### src/rtl/mbus_pkg.sv
// Shared definitions for the memory-bus interconnect: FSM states,
// index-width helper and wait-counter width.
package mbus_pkg;

  typedef enum logic [1:0] {
    S_IDLE   = 2'd0,
    S_ACCESS = 2'd1,
    S_ERR    = 2'd2
  } state_e;

  // Every wait count is a 4-bit value (0..15).
  localparam int CNT_W = 4;

  // Width of an index into n items; never less than one bit.
  function automatic int idx_w(input int n);
    return (n > 1) ? $clog2(n) : 1;
  endfunction

endpackage

### src/rtl/mbus_rr_arb.sv
// Combinational grant picker. In fixed mode the lowest eligible index wins.
// In round-robin mode the search starts one past the previous grant.
module mbus_rr_arb
  import mbus_pkg::*;
#(
  parameter int N_MASTERS = 2,
  parameter int ARB_MODE  = 0,
  parameter int IW        = idx_w(N_MASTERS)
) (
  input  logic [N_MASTERS-1:0] elig_i,
  input  logic [IW-1:0]        last_i,
  output logic [IW-1:0]        grant_o,
  output logic                 any_o
);

  // Walk the masters in priority order and take the first eligible one.
  always_comb begin
    int idx;
    idx     = 0;
    grant_o = '0;
    any_o   = 1'b0;
    for (int k = 0; k < N_MASTERS; k++) begin
      idx = (ARB_MODE == 1) ? ((int'(last_i) + 1 + k) % N_MASTERS) : k;
      for (int j = 0; j < N_MASTERS; j++) begin
        if (j == idx && !any_o && elig_i[j]) begin
          any_o   = 1'b1;
          grant_o = IW'(j);
        end
      end
    end
  end

endmodule

### src/rtl/mbus_interconnect.sv
// Memory-bus interconnect. It arbitrates N masters onto N_SLAVES
// address-decoded slaves. Each slave has its own programmable number of
// wait states. An access to an unmapped region completes with an error.
module mbus_interconnect
  import mbus_pkg::*;
#(
  parameter int N_MASTERS = 2,
  parameter int N_SLAVES  = 3,
  parameter int ADDR_W    = 32,
  parameter int DATA_W    = 32,
  parameter int SEL_LO    = 16,
  parameter int SEL_W     = 2,
  parameter int ARB_MODE  = 0,
  parameter logic [N_SLAVES*CNT_W-1:0] SLAVE_WAIT = {N_SLAVES{4'd1}}
) (
  input  logic                           clk,
  input  logic                           n_reset,
  input  logic [N_MASTERS-1:0]           m_en,
  input  logic [N_MASTERS-1:0]           m_valid,
  input  logic [N_MASTERS*ADDR_W-1:0]    m_addr,
  input  logic [N_MASTERS*DATA_W-1:0]    m_wdata,
  input  logic [N_MASTERS*DATA_W/8-1:0]  m_wstrb,
  output logic [N_MASTERS-1:0]           m_ready,
  output logic [N_MASTERS-1:0]           m_err,
  output logic [DATA_W-1:0]              m_rdata,
  output logic [N_SLAVES-1:0]            s_cs,
  output logic [ADDR_W-1:0]              s_adr,
  output logic [DATA_W-1:0]              s_di,
  output logic [DATA_W/8-1:0]            s_wren,
  input  logic [N_SLAVES*DATA_W-1:0]     s_do
);

  localparam int IW = idx_w(N_MASTERS);
  localparam int SB = DATA_W / 8;

  state_e           state_q;
  logic [IW-1:0]    g_q, last_q;
  logic [SEL_W-1:0] r_q;
  logic [CNT_W-1:0] cnt_q;

  logic [IW-1:0]    g_d;
  logic             any_d;
  logic [SEL_W-1:0] r_d;
  logic [CNT_W-1:0] cnt_d;
  logic             mapped_d;

  mbus_rr_arb #(
    .N_MASTERS(N_MASTERS),
    .ARB_MODE (ARB_MODE),
    .IW       (IW)
  ) u_arb (
    .elig_i (m_valid & m_en),
    .last_i (last_q),
    .grant_o(g_d),
    .any_o  (any_d)
  );

  // Decode the winning master's region and look up the region's wait count.
  always_comb begin
    r_d   = '0;
    cnt_d = '0;
    for (int m = 0; m < N_MASTERS; m++)
      if (int'(g_d) == m) r_d = m_addr[m*ADDR_W+SEL_LO +: SEL_W];
    mapped_d = (int'(r_d) < N_SLAVES);
    for (int s = 0; s < N_SLAVES; s++)
      if (mapped_d && int'(r_d) == s) cnt_d = SLAVE_WAIT[s*CNT_W +: CNT_W];
  end

  // Transaction FSM. The grant, region and wait count are latched in IDLE
  // and held until the completion cycle.
  always_ff @(posedge clk or negedge n_reset) begin
    if (!n_reset) begin
      state_q <= S_IDLE;
      g_q     <= '0;
      r_q     <= '0;
      cnt_q   <= '0;
      last_q  <= IW'(N_MASTERS - 1);
    end else begin
      case (state_q)
        S_IDLE: begin
          if (any_d) begin
            g_q     <= g_d;
            last_q  <= g_d;
            r_q     <= r_d;
            cnt_q   <= cnt_d;
            state_q <= mapped_d ? S_ACCESS : S_ERR;
          end
        end
        S_ACCESS: begin
          if (cnt_q != '0) cnt_q <= cnt_q - CNT_W'(1);
          else             state_q <= S_IDLE;
        end
        S_ERR:   state_q <= S_IDLE;
        default: state_q <= S_IDLE;
      endcase
    end
  end

  // Route the granted master to the slave bus and return the completion.
  // The routing ignores the live valid/enable so that a started access
  // always finishes.
  always_comb begin
    s_cs    = '0;
    s_wren  = '0;
    m_ready = '0;
    m_err   = '0;
    m_rdata = '0;
    s_adr   = m_addr[ADDR_W-1:0];
    s_di    = m_wdata[DATA_W-1:0];
    for (int m = 0; m < N_MASTERS; m++) begin
      if (int'(g_q) == m && state_q != S_IDLE) begin
        s_adr = m_addr[m*ADDR_W +: ADDR_W];
        s_di  = m_wdata[m*DATA_W +: DATA_W];
        if (state_q == S_ACCESS) begin
          s_wren = m_wstrb[m*SB +: SB];
          if (cnt_q == '0) m_ready[m] = 1'b1;
        end else if (state_q == S_ERR) begin
          m_ready[m] = 1'b1;
          m_err[m]   = 1'b1;
        end
      end
    end
    for (int s = 0; s < N_SLAVES; s++) begin
      if (state_q == S_ACCESS && int'(r_q) == s) begin
        s_cs[s] = 1'b1;
        if (cnt_q == '0) m_rdata = s_do[s*DATA_W +: DATA_W];
      end
    end
  end

endmodule

### config.mk
export PLATFORM = sky130hd
export DESIGN_NAME = mbus_interconnect
export DESIGN_NICKNAME = d
export VERILOG_FILES = /design/src/rtl/mbus_pkg.sv /design/src/rtl/mbus_rr_arb.sv /design/src/rtl/mbus_interconnect.sv
export SDC_FILE = /design/constraint.sdc
export NUM_CORES = 1
export LEC_CHECK = 0
export BUFFER_PORTS_ARGS = -buffer_cell sky130_fd_sc_hd__buf_2
export CORE_AREA = 4 4 132 134
export DETAILED_ROUTE_END_ITERATION = 8
export DIE_AREA = 0 0 136 138
export GPL_TIMING_DRIVEN = 1
export PLACE_DENSITY_LB_ADDON = 0.15
export SYNTH_ARGS = -nofsm -noshare
export SYNTH_HDL_FRONTEND = slang
export SYNTH_HIERARCHICAL = 1
export SYNTH_SLANG_ARGS = --single-unit
### constraint.sdc
create_clock -name clk -period 4 [get_ports clk]
set_input_delay 0.4 -clock clk [delete_from_list [all_inputs] [get_ports clk]]
set_output_delay 0.4 -clock clk [all_outputs]
set_load 0.02 [all_outputs]
[Word level (Yosys, flattened, before mapping)]
Index checks and enable logic that the tools add are counted.
Operators by class
  $add $sub $neg: 1
  order comparisons: 1
  eq/ne operators: 9
  multiplexer cells: 37
  bitwise gates (word level): 2
  reduce and logical (&&, ||, !) cells: 20
Operators with widths (number)
  2-to-1 mux 32 bit: 8
  2-to-1 mux 4 bit: 7
  2-to-1 mux 1 bit: 16
  == test 2 bit (second input constant): 5
  logical AND 1 bit: 9
  2-to-1 mux 2 bit: 4
  case mux 4 bit (2 select lines): 1
  logical NOT 2 bit: 3
  inequality test 2 bit (second input constant): 3
  logical NOT 4 bit: 1
  case mux 2 bit (2 select lines): 1
  AND reduction 2 bit: 2
  nonzero test 2 bit: 2
  nonzero test 4 bit: 1
  subtractor 4 x 1 -> 4 bit (second input constant): 1
  AND reduction 3 bit: 1
  AND 2 bit: 1
  == test 2 x 1 -> 1 bit (second input constant): 1
  < comparator 2 bit (second input constant): 1
  logical NOT 1 bit: 1
  NOT 1 bit: 1
Storage, ports and cells
  register bits: 9
  input port bits: 238
  output and inout bits: 107

[Longest topological paths before layout]
Gate-level depths: netlist of run 1.
  word-level depth: 13
  gate-level depth with buffers: 7
  mapped depth without buffers: 5

[Modules after synthesis]
Netlist of run 1, hierarchy kept.
By module, submodules not included
  mbus_interconnect: times used 1, cells an instance 297, area each 2308.5 um^2
  mbus_rr_arb: times used 1, cells an instance 2, area each 12.5 um^2

[Worst setup path after synthesis of run 1]
Ideal clock, no wire load.
  kind: reg2out
  from: reg cnt_q[0]
  to: out m_rdata[12]
  data arrival time: 1.787 ns
  required time: 3.600 ns
  slack: 1.813 ns
  cell stages (with the launch flop): 8
  path buffers: 2
  cell sequence: dfrtp_1 > inv_1 > ha_1 > nor3b_2 > nand2b_1 > buf_6 > buf_6 > nor3_1
Between the ends
  word-level cells in the longest chain between the ends: 7
Ends and longest elaborated chain
  from (decl): RTL line mbus_interconnect.sv:39  | logic [CNT_W-1:0] cnt_q;
  from (signal assigned): RTL line mbus_interconnect.sv:85  | cnt_q <= cnt_d;
  from (signal assigned): RTL line mbus_interconnect.sv:90  | if (cnt_q != '0) cnt_q <= cnt_q - CNT_W'(1);
  logical NOT 4 bit (*): RTL line mbus_interconnect.sv:126  | if (cnt_q == '0) m_rdata = s_do[s*DATA_W +: DATA_W];
  2-to-1 mux 32 bit: RTL line mbus_interconnect.sv:126
  2-to-1 mux 32 bit: RTL line mbus_interconnect.sv:124  | if (state_q == S_ACCESS && int'(r_q) == s) begin
  2-to-1 mux 32 bit: RTL line mbus_interconnect.sv:126
  2-to-1 mux 32 bit: RTL line mbus_interconnect.sv:124
  2-to-1 mux 32 bit: RTL line mbus_interconnect.sv:126
  2-to-1 mux 32 bit (*): RTL line mbus_interconnect.sv:124
  to (decl): RTL line mbus_interconnect.sv:25  | output logic [DATA_W-1:0] m_rdata,
Every way passes the cells marked *; elsewhere a longest branch is shown, timed or not.

[Worst setup path after layout of run 1]
  from: reg cnt_q[0]
  to: out m_rdata[23]
The elaborated chain is that of the path after synthesis.

==> results.py, run 1 <==
metrics = {
    "status": {
        "status": "finished clean",
    },
    "clock_tree": {
        "cts_buffers": 3,
        "cts_sinks": 9,
        "cts_resized": 0,
        "post-cts-setup-buffer-count": 0,
        "cts_hold_buf": 0,
        "path_clk_slew_ns": 0.04,
        "cts_tree": "done",
        "htreeDepth": 1,
        "clk_latency_ns": 0.24,
        "cts_buffer_depth": 2,
        "cts_root_buf": "clkbuf_16",
    },
    "setup_path": {
        "critPathMaxFanout": 34,
        "critical_path_arrival_ns": 2.24,
        "end_kind": "primary output",
        "crit_type": "flip-flop to primary output",
        "critPathRequiredTime_ns": 3.60,
        "reg2regPathDepth": 5,
        "startpoint_type": "flip-flop",
    },
    "placed_design": {
        "gp_congestion": 0.934,
        "dp_hpwl_um": 13200,
        "io_buffer_count": 344,
        "dpl_worst_slack_ns": 1.62,
    },
    "route": {
        "first_pass_iters": 4,
        "wirelength_um": 15100,
        "route.vias.total": 3513,
        "routedWlPerCell_um": 17.9,
        "drcViolationCount": 0,
        "ant_nets": 0,
        "via_per_inst": 4.18,
        "drt-initial-drc-count": 90,
    },
    "global_route": {
        "first_global_vias": 3672,
        "grt_pass1_wl_um": 21500,
        "grtUsageTotal": 0.147,
        "grt_max_degree": 58,
        "grt_antenna_before_repair": 4,
        "overflow": 0,
    },
    "pwr": {
        "powerDensity_nw_per_um2": 484,
        "ir_drop_mv": 0.180,
        "leakage_nw": 2.32,
    },
    "timing": {
        "fin_ws_ns": 1.36,
        "setup_viol": 0,
        "fmax_ghz": 0.379,
        "final_hold_viol_count": 0,
        "min_period_ns": 2.64,
        "final.setup.tns_ns": 0,
        "drv_slew": 0,
        "slew_headroom": 0.632,
        "worst_pin_slew_ns": 0.553,
        "rsz0062_at_grt": "no",
        "fin_worst_skew_ns": 0.00334,
        "min_period_over_period": 0.659,
    },
    "floorplan": {
        "core_um2": 16300,
        "die_h_um": 138,
        "initial_core_util": 0.140,
        "die_w_um": 136,
        "die_area_um2": 18800,
        "io_pins": 345,
        "fp-row-count": 47,
    },
    "finish": {
        "drive_above_1_share": 0.683,
        "syn2layout_area_growth_pct": 84.2,
        "fin_nets": 860,
        "seqCellArea_um2": 225,
        "nFillCells": 1850,
        "multi_input_area_um2": 1830,
    },
    "logic_synthesis": {
        "synth_area_um2": 2290,
        "synth_nets": 536,
        "syn_area_per_cell_um2": 7.73,
        "synth_warnings": 6,
        "syn_inst": 296,
    },
    "hold_path": {
        "hold_class": "primary input to asynchronous set/reset pin",
    },
    "job": {
        "drv_cap": 0,
    },
}
-- per-stage QoR --
stage | util | total power (W) | hold slack, ns | area, um^2 | instances
2_1_floorplan | - | 0.00140 | 0.104 | 2290 | 296
3_3_place_gp | 0.254 | 0.00189 | 0.271 | 4130 | 835
3_5_place_dp | 0.254 | 0.00189 | 0.267 | 4130 | 835
4_1_cts | 0.258 | 0.00208 | 0.0164 | 4210 | 839
5_1_grt | 0.258 | 0.00220 | 0.0315 | 4210 | 839
6_report | 0.259 | 0.00204 | 0.0106 | 4210 | 840
-- routing by layer --
| layer | global-route usage | vias to the layer above | wire length [um] |
|---|---|---|---|
| met5 | 0 | - | 21 |
| met4 | 0.0435 | 4 | 390 |
| met3 | 0.0603 | 22 | 1980 |
| met2 | 0.276 | 232 | 7500 |
| met1 | 0.146 | 1549 | 5180 |
| li1 | - | 1706 | - |
-- layout make-up --
class / instances / share of cell area
sequential: 9 / 0.0535
multi-input combinational: 251 / 0.435
antenna: 1 / 0.000594
timing repair buffer: 350 / 0.422
tap: 220 / 0.0653
inverter: 5 / 0.00446
clock buffer: 4 / 0.0187
-- cell usage in the layout, fill, tap and decap left out, types with 2 or more instances in the layout --
| cell | n |
|---|---|
| o21ai_0 | 7 |
| nand3b_1 | 2 |
| nand3_1 | 2 |
| mux2_2 | 61 |
| mux2i_1 | 8 |
| and2_1 | 2 |
| nor3_2 | 4 |
| a21oi_1 | 2 |
| nand2b_1 | 2 |
| nor2b_1 | 2 |
| nor3b_1 | 2 |
| inv_1 | 5 |
| nor2_1 | 71 |
| a2bb2oi_1 | 32 |
| buf_2 | 344 |
| dfrtp_1 | 9 |
| ha_1 | 2 |
| buf_4 | 5 |
| nand2_1 | 6 |
| mux2_1 | 3 |
| nor3_1 | 29 |
| clkbuf_16 | 3 |
-- where the power goes --
group	switching, W	internal (W)
clock network	0.0000461	0.000133
registers	0.0000699	0.000127
logic	0.000962	0.000702
total	0.00108	0.000962
-- final timing paths --
| kind | start | to | slack, ns |
|---|---|---|---|
| min in group clk | m_addr[49] | state_q[1] | 0.51 |
| max reg2reg | cnt_q[0] | cnt_q[1] | 2.50 |
| min reg2reg | cnt_q[2] | cnt_q[2] | 0.54 |
| min | n_reset | cnt_q[0] | 0.01 |
| max in group asynchronous | n_reset | r_q[1] | 3.80 |
| max | cnt_q[0] | m_rdata[23] | 1.36 |
-- flip-flops by register name, summed over array words and instances (netlist names) --
signal	cells
cnt_q	4
r_q	2
state_q	2
g_q	1
-- worst max-delay path, stage by stage (launching register included) --
cell	delay (ns)
dfrtp_1	0.40
inv_1	0.11
ha_1	0.16
nor3b_2	0.39
nand2b_1	0.10
buf_4	0.27
nor3_1	0.33
buf_2	0.23
No activity file was read; power rests on OpenSTA's default activity.
==> run 2, diff against run 1 <==
Settings changed: CORE_AREA 4 4 132 134 to 4 4 133 135, DIE_AREA 0 0 136 138 to 0 0 137 139.
Clock period 4 ns to 2.5 ns, I/O delays scaled along.
==> results.py, run 2 (synthesis results as in run 1) <==
metrics = {
    "placed_design": {
        "io_buffer_count": 344,
        "dp_hpwl_um": 12600,
        "gp_congestion": 0.864,
        "place_area_um2": 4150,
    },
    "route": {
        "wirelength_um": 14400,
        "drt-initial-drc-count": 64,
        "route.vias.total": 3472,
        "via_per_inst": 4.12,
        "first_pass_iters": 4,
        "routedWlPerCell_um": 17.1,
        "drcViolationCount": 0,
        "ant_nets": 0,
    },
    "timing": {
        "fmax_ghz": 0.438,
        "min_period_over_period": 0.914,
        "slew_headroom": 0.669,
        "final.setup.tns_ns": 0,
        "fin_worst_skew_ns": 0.00238,
        "min_period_ns": 2.28,
        "final_hold_viol_count": 0,
        "setup_viol": 0,
        "worst_pin_slew_ns": 0.497,
        "drv_slew": 0,
        "rsz0062_at_grt": "no",
    },
    "setup_path": {
        "path_buf_inv": 3,
        "slowest_delay_ns": 0.40,
        "critPathRequiredTime_ns": 2.25,
        "critical_path_arrival_ns": 2.03,
        "end_kind": "primary output",
        "cpLargestDelayFamily": "simple AND/OR/NAND/NOR gates",
        "slowest_stage": "dfrtp_1",
        "crit_type": "flip-flop to primary output",
        "crit_chain": "inv_1 > ha_1 > nor3b_2 > nand2b_1 > buf_4 > nor3_1 > buf_2",
        "critPathMaxFanout": 34,
        "startpoint_type": "flip-flop",
    },
    "finish": {
        "multi_input_area_um2": 1830,
        "final_util": 0.257,
        "nFillCells": 1888,
        "diodes": 0,
        "syn2layout_area_growth_pct": 85.2,
        "seqCellArea_um2": 225,
        "largest_reg_flops": 4,
        "biggestRegsByFlops": "cnt_q: 4 flops, r_q: 2 flops, state_q: 2 flops",
        "drive_above_1_share": 0.683,
        "finalInstanceArea_um2": 4240,
        "final_cell_mix": "344 x buf_2, 71 x nor2_1, 61 x mux2_2",
        "fin_nets": 863,
        "regMostFlops": "cnt_q",
        "mostFrequentLayoutCell": "buf_2",
    },
    "clock_tree": {
        "cts_tree": "done",
        "cts_hold_buf": 1,
        "cts_resized": 0,
        "cts_sinks": 9,
        "htreeDepth": 1,
        "path_clk_slew_ns": 0.04,
        "clk_latency_ns": 0.24,
        "cts_root_buf": "clkbuf_16",
        "cts_buffer_depth": 2,
        "cts_buffers": 3,
        "post-cts-setup-buffer-count": 0,
    },
    "pwr": {
        "powerDensity_nw_per_um2": 773,
        "power.share.sequential": 0.093,
        "pwr-share-comb": 0.819,
        "ir_drop_mv": 0.353,
        "power_switching_w": 0.00172,
        "p_sw_frac": 0.524,
        "leakage_nw": 2.34,
        "pwr-share-clk": 0.088,
        "p_int_w": 0.00156,
    },
    "global_route": {
        "grt_max_degree": 63,
        "grtUsageMet3": 0.0475,
        "grt_antenna_before_repair": 2,
        "use_met2": 0.265,
        "overflow": 0,
        "grt_pass1_wl_um": 20400,
        "grt_busiest_layer": "met2",
        "first_global_vias": 3601,
        "grtUsageTotal": 0.136,
        "use_met1": 0.135,
    },
    "floorplan": {
        "io_pins": 345,
        "die_w_um": 137,
        "fp-row-count": 47,
        "core_um2": 16500,
        "die_area_um2": 19000,
        "initial_core_util": 0.139,
        "die_h_um": 139,
    },
    "job": {
        "drv_cap": 0,
    },
    "status": {
        "status": "finished clean",
    },
    "hold_path": {
        "hold_class": "primary input to flip-flop",
    },
}
-- run 2: final timing paths --
check                           startpoint          to  slack (ns)  depth (start not counted)
worst max-delay path              cnt_q[0]  m_rdata[0]        0.22                          7
worst min-delay path            m_addr[48]      r_q[0]        0.37                          3
worst max register to register  state_q[1]    cnt_q[3]        1.05                          3
worst min register to register    cnt_q[2]    cnt_q[2]        0.52                          1
max in group asynchronous          n_reset    cnt_q[3]        1.88                          2
min in group asynchronous          n_reset    cnt_q[0]        0.43                          2
-- run 2: per-layer routing --
layer,wire [um],vias up
li1,-,1713
met3,1780,18
met1,4840,1513
met2,7490,224
met4,270,4
met5,21,-
-- run 2: power by group through the flow --
stage / Combinational, W / Clock [W] / Sequential (W)
finish: 0.00268 / 0.000288 / 0.000306
global route: 0.00291 / 0.000297 / 0.000320
CTS: 0.00275 / 0.000290 / 0.000306
detailed placement: 0.00274 / 0 / 0.000308
global placement: 0.00272 / 0 / 0.000307
floorplan: 0.00202 / 0 / 0.000226
-- run 2: tightest hold or removal path: cells and delay by family --
family	cells	cell delay [ns]
AOI/OAI and AO/OA	1	0.15
buffers and inverters	1	0.09
muxes	1	0.07
-- run 2: per-stage QoR --
step                      power, W  hold WS, ns  cells  worst slack [ns]
after floorplan            0.00224      -0.0456    296             0.463
after global placement     0.00303        0.123    837             0.399
after detailed placement   0.00305        0.126    837             0.424
after CTS                  0.00334        0.365    842             0.171
after global routing       0.00353        0.408    842            0.0925
final                      0.00327        0.368    842             0.216
-- run 2: final cells by class --
class / instances / area share
clock buffer: 4 / 0.0186
sequential: 9 / 0.0532
timing repair buffer: 353 / 0.426
multi-input combinational: 251 / 0.433
inverter: 5 / 0.00443
tap: 220 / 0.0650
==> run 3, diff against run 2 <==
Settings changed: BUFFER_PORTS_ARGS -buffer_cell sky130_fd_sc_hd__buf_2 to -buffer_cell sky130_fd_sc_hd__buf_4, SKIP_LAST_GASP set to 1.
==> results.py, run 3 (synthesis results as in run 1) <==
metrics = {
    "global_route": {
        "grt_max_degree": 65,
        "grt_antenna_before_repair": 0,
        "grt_pass1_wl_um": 20600,
        "overflow": 0,
        "grtUsageTotal": 0.139,
        "first_global_vias": 3662,
    },
    "finish": {
        "final_cell_mix": "350 x buf_4, 71 x nor2_1, 61 x mux2_2",
        "syn2layout_area_growth_pct": 122,
        "fin_nets": 862,
        "regMostFlops": "cnt_q",
        "largest_reg_flops": 4,
        "diodes": 0,
        "drive_above_1_share": 0.683,
        "mostFrequentLayoutCell": "buf_4",
        "fin_cells": 841,
        "biggestRegsByFlops": "cnt_q: 4 flops, r_q: 2 flops, state_q: 2 flops",
        "final_util": 0.309,
    },
    "setup_path": {
        "critPathRequiredTime_ns": 2.25,
        "crit_chain": "inv_1 > ha_1 > nor3b_2 > nand2b_1 > buf_4 > nor3_1 > buf_4",
        "slowest_delay_ns": 0.39,
        "cpMostUsedCell": "buf_4",
        "path_buf_inv": 3,
        "end_kind": "primary output",
        "cpLargestDelayFamily": "simple AND/OR/NAND/NOR gates",
        "regToRegSetupSlack_ns": 1.01,
        "slowest_stage": "dfrtp_1",
        "critPathMaxFanout": 34,
        "startpoint_type": "flip-flop",
        "crit_type": "flip-flop to primary output",
        "critical_path_arrival_ns": 2.11,
    },
    "floorplan": {
        "io_pins": 345,
        "die_w_um": 137,
        "die_area_um2": 19000,
        "fp-row-count": 47,
        "core_um2": 16500,
        "initial_core_util": 0.139,
        "die_h_um": 139,
    },
    "timing": {
        "fin_worst_skew_ns": 0.000268,
        "final_hold_viol_count": 0,
        "fmax_ghz": 0.423,
        "hold_ws_ns": 0.342,
        "setup_viol": 0,
        "rsz0062_at_grt": "no",
        "min_period_ns": 2.36,
        "final.setup.tns_ns": 0,
        "slew_headroom": 0.638,
        "worst_pin_slew_ns": 0.544,
        "min_period_over_period": 0.945,
        "drv_slew": 0,
    },
    "route": {
        "route.vias.total": 3482,
        "wirelength_um": 14600,
        "first_pass_iters": 4,
        "drt-initial-drc-count": 69,
        "via_per_inst": 4.14,
        "drcViolationCount": 0,
        "routedWlPerCell_um": 17.4,
        "ant_nets": 0,
    },
    "pwr": {
        "ir_drop_mv": 0.268,
        "total_power_w": 0.00359,
        "leakage_nw": 2.59,
        "powerDensity_nw_per_um2": 705,
    },
    "clock_tree": {
        "cts_buffer_depth": 2,
        "cts_buffers": 3,
        "cts_sinks": 9,
        "path_clk_slew_ns": 0.04,
        "clk_latency_ns": 0.24,
        "htreeDepth": 1,
        "cts_resized": 0,
        "cts_root_buf": "clkbuf_16",
        "cts_tree": "done",
    },
    "placed_design": {
        "io_buffer_count": 344,
        "dp_hpwl_um": 12800,
        "gp_congestion": 0.820,
        "dp.cells": 836,
    },
    "status": {
        "status": "finished clean",
    },
    "hold_path": {
        "hold_class": "primary input to flip-flop",
    },
    "job": {
        "drv_cap": 0,
    },
}
-- run 3: cell count changes in the layout (fill, tap and decap cells not counted) --
cell and delta:
buf_2 -344, buf_4 +343
-- run 3: layer usage --
metal / up-vias / track usage / wire (um)
li1: 1710 / - / -
met1: 1534 / 0.137 / 4840
met2: 223 / 0.274 / 7720
met3: 15 / 0.0464 / 1800
met4: 0 / 0.0326 / 249
met5: - / 0 / 0
-- run 3: area by class of cell --
type / count / area [um^2]
clock buffer: 4 / 78.8
fill: 1797 / 11400
inverter: 5 / 18.8
multi-input combinational: 251 / 1830
sequential: 9 / 225
tap: 220 / 275
timing repair buffer: 352 / 2660
-- run 3: where the power goes --
group | internal (W) | leakage, nW | total [W] | switching, W
Clock | 0.000214 | 0.0382 | 0.000291 | 0.0000772
Combinational | 0.00143 | 2.44 | 0.00299 | 0.00156
Sequential | 0.000203 | 0.114 | 0.000309 | 0.000106
-- run 3: per-stage QoR --
step / setup WS [ns] / cell area (um^2)
5_1_grt: 0.00136 / 5090
4_1_cts: 0.165 / 5090
6_report: 0.138 / 5090
3_3_place_gp: 0.548 / 5000
2_1_floorplan: 0.463 / 2290
3_5_place_dp: 0.430 / 5000
-- run 3: path summary, 6_finish.rpt --
kind | startpoint | to | cells after the start
max | cnt_q[0] | m_rdata[23] | 7
min | m_addr[17] | r_q[1] | 3
max reg2reg | cnt_q[0] | cnt_q[1] | 5
min reg2reg | r_q[0] | r_q[0] | 2
max in group asynchronous | n_reset | cnt_q[2] | 2
min in group asynchronous | n_reset | r_q[1] | 2
-- run 3: timing repair --
action / 4_1_cts / 5_1_grt
hold endpoints to repair: 9 / 0
hold buffers: 1 / 0
buffers inserted: 0 / 0
endpoints found under the setup margin: 0 / 0
-- run 3: worst reg2reg max path, delay by kind of cell, from the launching register on --
kind	cells	cell delay, ns
DFF	1	0.39
and+or+nand+nor	1	0.36
muxes	1	0.25
adders and majority gates	1	0.17
buffers and inverters	1	0.11
AOI/OAI and AO/OA	1	0.09
